===== src/rtl/i2s_pkg.sv =====
// i2s_pkg: shared constants and state type for the I2S DAC transmitter.
//   FRAME_SLOTS    - BCLK periods per stereo frame (two 32-bit slots)
//   LEFT_MSB_SLOT  - slot carrying the left MSB (one BCLK after the LRCK edge)
//   RIGHT_MSB_SLOT - slot carrying the right MSB
//   PREFETCH_SLOT  - slot whose falling edge issues the next FIFO read
package i2s_pkg;
    localparam int FRAME_SLOTS    = 64;
    localparam int SLOT_BITS      = $clog2(FRAME_SLOTS);
    localparam int LEFT_MSB_SLOT  = 1;
    localparam int RIGHT_MSB_SLOT = 33;
    localparam int PREFETCH_SLOT  = 60;

    typedef enum logic [1:0] {IDLE, PRIME, RUN} state_t;
endpackage


===== src/rtl/i2s_clk_gen.sv =====
// i2s_clk_gen: bit-clock divider and frame slot counter, all clock-enable based.
//   clk   in  system clock
//   rst   in  synchronous active-high reset
//   clr   in  hold counters and bclk at 0
//   start in  preset slot to the last slot with bclk high (first fe lands on slot 0)
//   adv   in  run the divider
//   bclk  out registered bit clock
//   fe/re out 1-clk strobes in the cycle before bclk falls / rises
//   slot  out current slot, advances on each fe
module i2s_clk_gen
    import i2s_pkg::*;
#(
    parameter int BCLK_HALF = 8
) (
    input  logic                 clk,
    input  logic                 rst,
    input  logic                 clr,
    input  logic                 start,
    input  logic                 adv,
    output logic                 bclk,
    output logic                 fe,
    output logic                 re,
    output logic [SLOT_BITS-1:0] slot
);
    localparam int DW = $clog2(BCLK_HALF);

    logic [DW-1:0] div_cnt;
    logic          wrap;

    assign wrap = (div_cnt == DW'(BCLK_HALF - 1));
    assign fe   = adv && wrap && bclk;
    assign re   = adv && wrap && !bclk;

    always_ff @(posedge clk) begin
        if (rst || clr) begin
            div_cnt <= '0;
            bclk    <= 1'b0;
            slot    <= '0;
        end else if (start) begin
            div_cnt <= '0;
            bclk    <= 1'b1;
            slot    <= SLOT_BITS'(FRAME_SLOTS - 1);
        end else if (adv) begin
            if (wrap) begin
                div_cnt <= '0;
                bclk    <= ~bclk;
                if (bclk) slot <= slot + 1'b1;
            end else begin
                div_cnt <= div_cnt + 1'b1;
            end
        end
    end
endmodule


===== src/rtl/i2s_dac_tx.sv =====
// i2s_dac_tx: I2S (Philips format) transmitter fed from the DAC FIFO.
//   clk_48M      in  system clock
//   rst          in  synchronous active-high reset
//   send_en      in  playback enable, honoured in IDLE and at frame boundaries
//   mute         in  zero the samples of the word being loaded
//   fifo_empty   in  FIFO empty flag
//   fifo_rdata   in  FIFO data, valid one clk after fifo_rd_en
//   fifo_rd_en   out single-clk read strobe
//   dac_bclk/dac_lrck/dac_sdata out registered codec pins
//   sample_tick  out pulse on each frame word load
//   underrun     out pulse when a frame loads with no fresh word
//   underrun_cnt out saturating underrun count
module i2s_dac_tx
    import i2s_pkg::*;
#(
    parameter int BCLK_HALF = 8,
    parameter int DATA_W    = 16,
    parameter int SLOT_W    = 32
) (
    input  logic                clk_48M,
    input  logic                rst,
    input  logic                send_en,
    input  logic                mute,
    input  logic                fifo_empty,
    input  logic [2*DATA_W-1:0] fifo_rdata,
    output logic                fifo_rd_en,
    output logic                dac_bclk,
    output logic                dac_lrck,
    output logic                dac_sdata,
    output logic                sample_tick,
    output logic                underrun,
    output logic [15:0]         underrun_cnt
);
    localparam int W = 2 * DATA_W;
    localparam logic [SLOT_BITS-1:0] LAST_SLOT = SLOT_BITS'(2 * SLOT_W - 1);

    state_t                 state, state_nxt;
    logic                   pend_valid, rd_d, rd_req;
    logic [W-1:0]           pend, frame_word;
    logic                   bclk, fe, re;
    logic [SLOT_BITS-1:0]   slot, ns;
    logic                   load_edge, do_load, stop, tx_bit;
    logic [SLOT_BITS-1:0]   idx;
    logic                   unused_re;

    assign unused_re = re;
    assign ns        = slot + 1'b1;          // slot being entered on this fe
    assign load_edge = (state == RUN) && fe && (slot == LAST_SLOT);
    assign stop      = load_edge && !send_en;
    assign do_load   = load_edge && send_en;

    i2s_clk_gen #(.BCLK_HALF(BCLK_HALF)) u_clk_gen (
        .clk   (clk_48M),
        .rst   (rst),
        .clr   (state_nxt != RUN),
        .start (state != RUN && state_nxt == RUN),
        .adv   (state == RUN),
        .bclk  (bclk),
        .fe    (fe),
        .re    (re),
        .slot  (slot)
    );

    always_comb begin
        state_nxt = state;
        rd_req    = 1'b0;
        case (state)
            IDLE:  if (send_en) state_nxt = PRIME;
            PRIME: begin
                // A word kept from a stopped run is reused instead of read again.
                if (rd_d)                           state_nxt = RUN;
                else if (!pend_valid && !fifo_empty) rd_req   = 1'b1;
                else                                state_nxt = RUN;
            end
            RUN: begin
                if (stop) state_nxt = IDLE;
                if (fe && ns == SLOT_BITS'(PREFETCH_SLOT) && !pend_valid && !fifo_empty)
                    rd_req = 1'b1;
            end
            default: state_nxt = IDLE;
        endcase
    end

    assign fifo_rd_en = rd_req && !rst;

    // Bit select for the slot being entered; slots outside both channel
    // windows (including the load slot) send 0.
    always_comb begin
        tx_bit = 1'b0;
        idx    = '0;
        if (ns >= SLOT_BITS'(LEFT_MSB_SLOT) && ns < SLOT_BITS'(LEFT_MSB_SLOT + DATA_W)) begin
            idx    = SLOT_BITS'(LEFT_MSB_SLOT + W - 1) - ns;
            tx_bit = frame_word[idx[$clog2(W)-1:0]];
        end else if (ns >= SLOT_BITS'(RIGHT_MSB_SLOT) && ns < SLOT_BITS'(RIGHT_MSB_SLOT + DATA_W)) begin
            idx    = SLOT_BITS'(RIGHT_MSB_SLOT + DATA_W - 1) - ns;
            tx_bit = frame_word[idx[$clog2(W)-1:0]];
        end
    end

    always_ff @(posedge clk_48M) begin
        if (rst) begin
            state        <= IDLE;
            pend         <= '0;
            pend_valid   <= 1'b0;
            rd_d         <= 1'b0;
            frame_word   <= '0;
            dac_lrck     <= 1'b0;
            dac_sdata    <= 1'b0;
            sample_tick  <= 1'b0;
            underrun     <= 1'b0;
            underrun_cnt <= '0;
        end else begin
            state       <= state_nxt;
            rd_d        <= fifo_rd_en;
            sample_tick <= 1'b0;
            underrun    <= 1'b0;

            if (rd_d) begin
                pend       <= fifo_rdata;
                pend_valid <= 1'b1;
            end else if (do_load) begin
                pend_valid <= 1'b0;
            end

            if (do_load) begin
                frame_word  <= (pend_valid && !mute) ? pend : '0;
                sample_tick <= 1'b1;
                if (!pend_valid) begin
                    underrun <= 1'b1;
                    if (underrun_cnt != 16'hFFFF) underrun_cnt <= underrun_cnt + 1'b1;
                end
            end

            if (state_nxt != RUN) begin
                dac_lrck  <= 1'b0;
                dac_sdata <= 1'b0;
            end else if (state == RUN && fe) begin
                dac_lrck  <= ns[SLOT_BITS-1];
                dac_sdata <= tx_bit;
            end
        end
    end

    assign dac_bclk = bclk;
endmodule


===== config.mk =====
export PLATFORM = sky130hd
export DESIGN_NAME = i2s_dac_tx
export DESIGN_NICKNAME = d
export VERILOG_FILES = /design/src/rtl/i2s_pkg.sv /design/src/rtl/i2s_clk_gen.sv /design/src/rtl/i2s_dac_tx.sv
export SDC_FILE = /design/constraint.sdc
export NUM_CORES = 1
export LEC_CHECK = 0
export CAP_MARGIN = 20
export CELL_PAD_IN_SITES_DETAIL_PLACEMENT = 0
export CELL_PAD_IN_SITES_GLOBAL_PLACEMENT = 2
export CORE_ASPECT_RATIO = 1.4
export CORE_MARGIN = 2
export CORE_UTILIZATION = 37
export CTS_BUF_LIST = sky130_fd_sc_hd__clkbuf_8 sky130_fd_sc_hd__clkbuf_16
export CTS_CLUSTER_SIZE = 16
export DETAILED_ROUTE_END_ITERATION = 8
export GPL_ROUTABILITY_DRIVEN = 0
export PLACE_DENSITY_LB_ADDON = 0.15
export SYNTH_ARGS = -nofsm -noshare
export SYNTH_HDL_FRONTEND = slang
export SYNTH_SLANG_ARGS = --single-unit
export TNS_END_PERCENT = 100

===== constraint.sdc =====
create_clock -name clk_48M -period 6.8 [get_ports clk_48M]
set_input_delay 1.36 -clock clk_48M [delete_from_list [all_inputs] [get_ports clk_48M]]
set_output_delay 1.36 -clock clk_48M [all_outputs]
set_load 0.02 [all_outputs]

==> out/qor.txt <==
Status = finished clean
Die area = 11900 um2
Pre-CTS setup slack = 2.45 ns
Synth Register Bits = 98
Cells after synthesis = 399
Num CTS Buffers = 9
Antenna violations before repair = 0
Crit path required time = 5.44 ns
CTS tree = yes
Core area = 10800 um2
Post-synth EDFFs = 0
H-tree depth = 3
Proportion of layout cells with a drive suffix above 1 = 9.51%
Leakage = 1.78 nW
XOR/XNOR Fraction of Synth Area = 4.28%
MaxCap Viol Count = 0
Sequential share of the synthesized area = 48.0%
Final setup vio count = 0
Power Total = 1.12 mW
Post-synthesis mux area share = 13.3%
Post-CTS Resized = 0
Port Buf Inserts = 58
Initial drt markers = 79
Clk slew on worst S/H paths = 0.06 ns
Crit-path max FO = 4
Max Buffers Root-to-Sink = 2
Sink Count = 98
R2r worst-path depth = 8
WP data arrival = 2.94 ns
Internal power = 0.869 mW
Fin util = 47.1%
Post-synthesis compound-gate area fraction = 13.2%
Hold Crit Depth = 1
Fin Hold WS = 0.439 ns
Row count = 45
Fmax = 232 MHz
Largest net degree at the start of global routing = 58
Least-Margin Pin Slew = 0.675 ns
R2R setup slack = 3.46 ns
Final period util = 63.3%
Max Slew Vio Count = 0
Slew margin rel. = 55.0%
Wire per inst = 14.5 um
Largest family of logic cells by synthesized area = simple AND/OR/NAND/NOR gates
Synthesized area = 4090 um2
Cell Pwr Density = 220 nW/um2
Synth cell count leaders = 98 x dfxtp_1, 60 x nor2_1, 34 x mux2i_1
Syn avg cell area = 10.3 um2
Starting density of the core = 37.8%
Number of global-route vias before repair = 3054
Share of the synthesized area in the top cell type = 48.0%
First-pass GRT wire length = 14600 um
Peak supply drop = 0.122 mV
Drt drc = 0
Io pins = 59
Vias per inst = 5.10
Yosys top cell by area = dfxtp_1
First drt pass iteration count = 4
Final wirelength = 8580 um
Finished Layout Cells = 593
CP endpoint kind = primary output
Grt total ovfl = 0
Worst setup SP type = primary input
Part of the power in registers = 52.0%
Most numerous cell in the Yosys netlist = dfxtp_1
Clock Power Share = 42.4%
Number of post-CTS setup repair buffers = 0
Worst-Skew Late Latency = 0.34 ns
Global Route Usage Sum = 15.5%
Post-layout net count = 493
Worst Hold Class = reg2reg
Combinational Power Share = 5.6%
CP Class = in2out
Ant diodes = 0
Placed cell area = 4770 um2
RSZ-0062 raised after global routing = false
Final Cell Area = 5090 um2
Sw frac = 22.3%
Tmin final = 4.30 ns
Syn nets = 445
Area grow syn2layout = 24.4%
Final Hold Viols = 0
Final HPWL from detailed placement = 5840 um
Antenna Nets Post-Route = 0
Via count = 3023
Psw = 0.250 mW
Synth Area in Adders = 2.75%
Distinct cells, synth = 47
Warnings from Yosys = 0
Top_reg_cell synth = dfxtp_1
Total negative slack = 0 ns
Simple-gate share of the synthesized area = 15.2%
Synth area leaders = dfxtp_1 48%, mux2i_1 8.3%, a22o_1 6.9%
Fraction of registers with async set/reset = 0%
Root Buffer Master = clkbuf_16
Hold-fix buffers, CTS = 0
Die span in y = 128 um
Die width = 92.9 um
Worst Skew = 0.00744 ns
Placed Cells = 575
Final WS setup = 2.50 ns
==> path summary, 6_finish.rpt <==
path                                           from                                end
hold / removal    u_clk_gen.div_cnt[0]$_SDFFE_PP0N_  u_clk_gen.div_cnt[0]$_SDFFE_PP0N_
setup reg to reg     u_clk_gen.slot[0]$_SDFFE_PP0P_             dac_sdata$_SDFFE_PP0N_
hold reg to reg   u_clk_gen.div_cnt[0]$_SDFFE_PP0N_  u_clk_gen.div_cnt[0]$_SDFFE_PP0N_
setup / recovery                         fifo_empty                         fifo_rd_en
==> critical path, cell delays in order <==
cell	delay (ns)
clkdlybuf4s50_1	0.40
nor2_1	0.21
nor4bb_1	0.33
clkdlybuf4s50_1	0.65
==> cell families (layout without fill, tap and decap cells) <==
kind of cell               count (synthesis)  after routing
xor gates and xnor gates                  20             20
muxes                                     44             44
buffers and inverters                     34             87
AOI/OAI and AO/OA                         67             67
and+or+nand+nor                          127            127
DFF                                       98             98
adders and majority gates                  9              9
==> per-layer routing <==
layer	wire (um)	track usage [%]	vias to the layer above
met3	293	2.58	10
met1	3940	19.5	1445
met5	0	0	-
met4	160	7.53	0
li1	-	-	1522
met2	4190	25.7	46
==> placed cells by master, fill, tap and decap left out, types with 2 or more instances in the layout <==
cell / Yosys / final
clkdlybuf4s50_1: 0 / 57
buf_12: 0 / 2
xnor2_1: 8 / 8
and2_1: 5 / 5
nor3_1: 4 / 4
clkbuf_16: 0 / 9
a22o_1: 32 / 32
nor2b_1: 3 / 2
ha_1: 9 / 9
inv_1: 9 / 10
a211oi_1: 4 / 4
a221oi_1: 2 / 2
a21oi_1: 12 / 12
and4_1: 3 / 3
o221a_2: 2 / 2
nor2_1: 60 / 60
mux2_2: 2 / 2
nand2_1: 19 / 19
buf_4: 0 / 2
mux2i_1: 34 / 34
dfxtp_1: 98 / 97
xor2_1: 12 / 12
and3_1: 4 / 4
or2_2: 2 / 2
nand3_1: 8 / 8
clkinvlp_4: 0 / 2
nor4_1: 2 / 2
mux4_2: 8 / 8
nand4_1: 5 / 5
nor4bb_1: 3 / 3
or4_1: 3 / 3
a31oi_1: 5 / 5
==> state kept, by name (all words and copies together), names as in the netlist, 2 cells and up <==
signal / cells
frame_word: 32
underrun_cnt: 16
state: 2
u_clk_gen.slot: 6
u_clk_gen.div_cnt: 3
pend: 32
==> final cells by class <==
type | count | area [um2]
fill | 1078 | 5720
sequential | 98 | 1960
inverter | 9 | 33.8
multi-input combinational | 267 | 2000
clock inverter | 6 | 41.3
clock buffer | 10 | 239
timing repair buffer | 62 | 631
tap | 141 | 176
==> power by group through the flow <==
stage	Combinational [mW]	Clock (mW)	Sequential [mW]
2_1_floorplan	0.0335	0	0.594
3_3_place_gp	0.0600	0	0.598
3_5_place_dp	0.0599	0	0.598
4_1_cts	0.0603	0.494	0.584
5_1_grt	0.0699	0.513	0.583
6_report	0.0626	0.475	0.583
(Power assumes the default switching activity.)
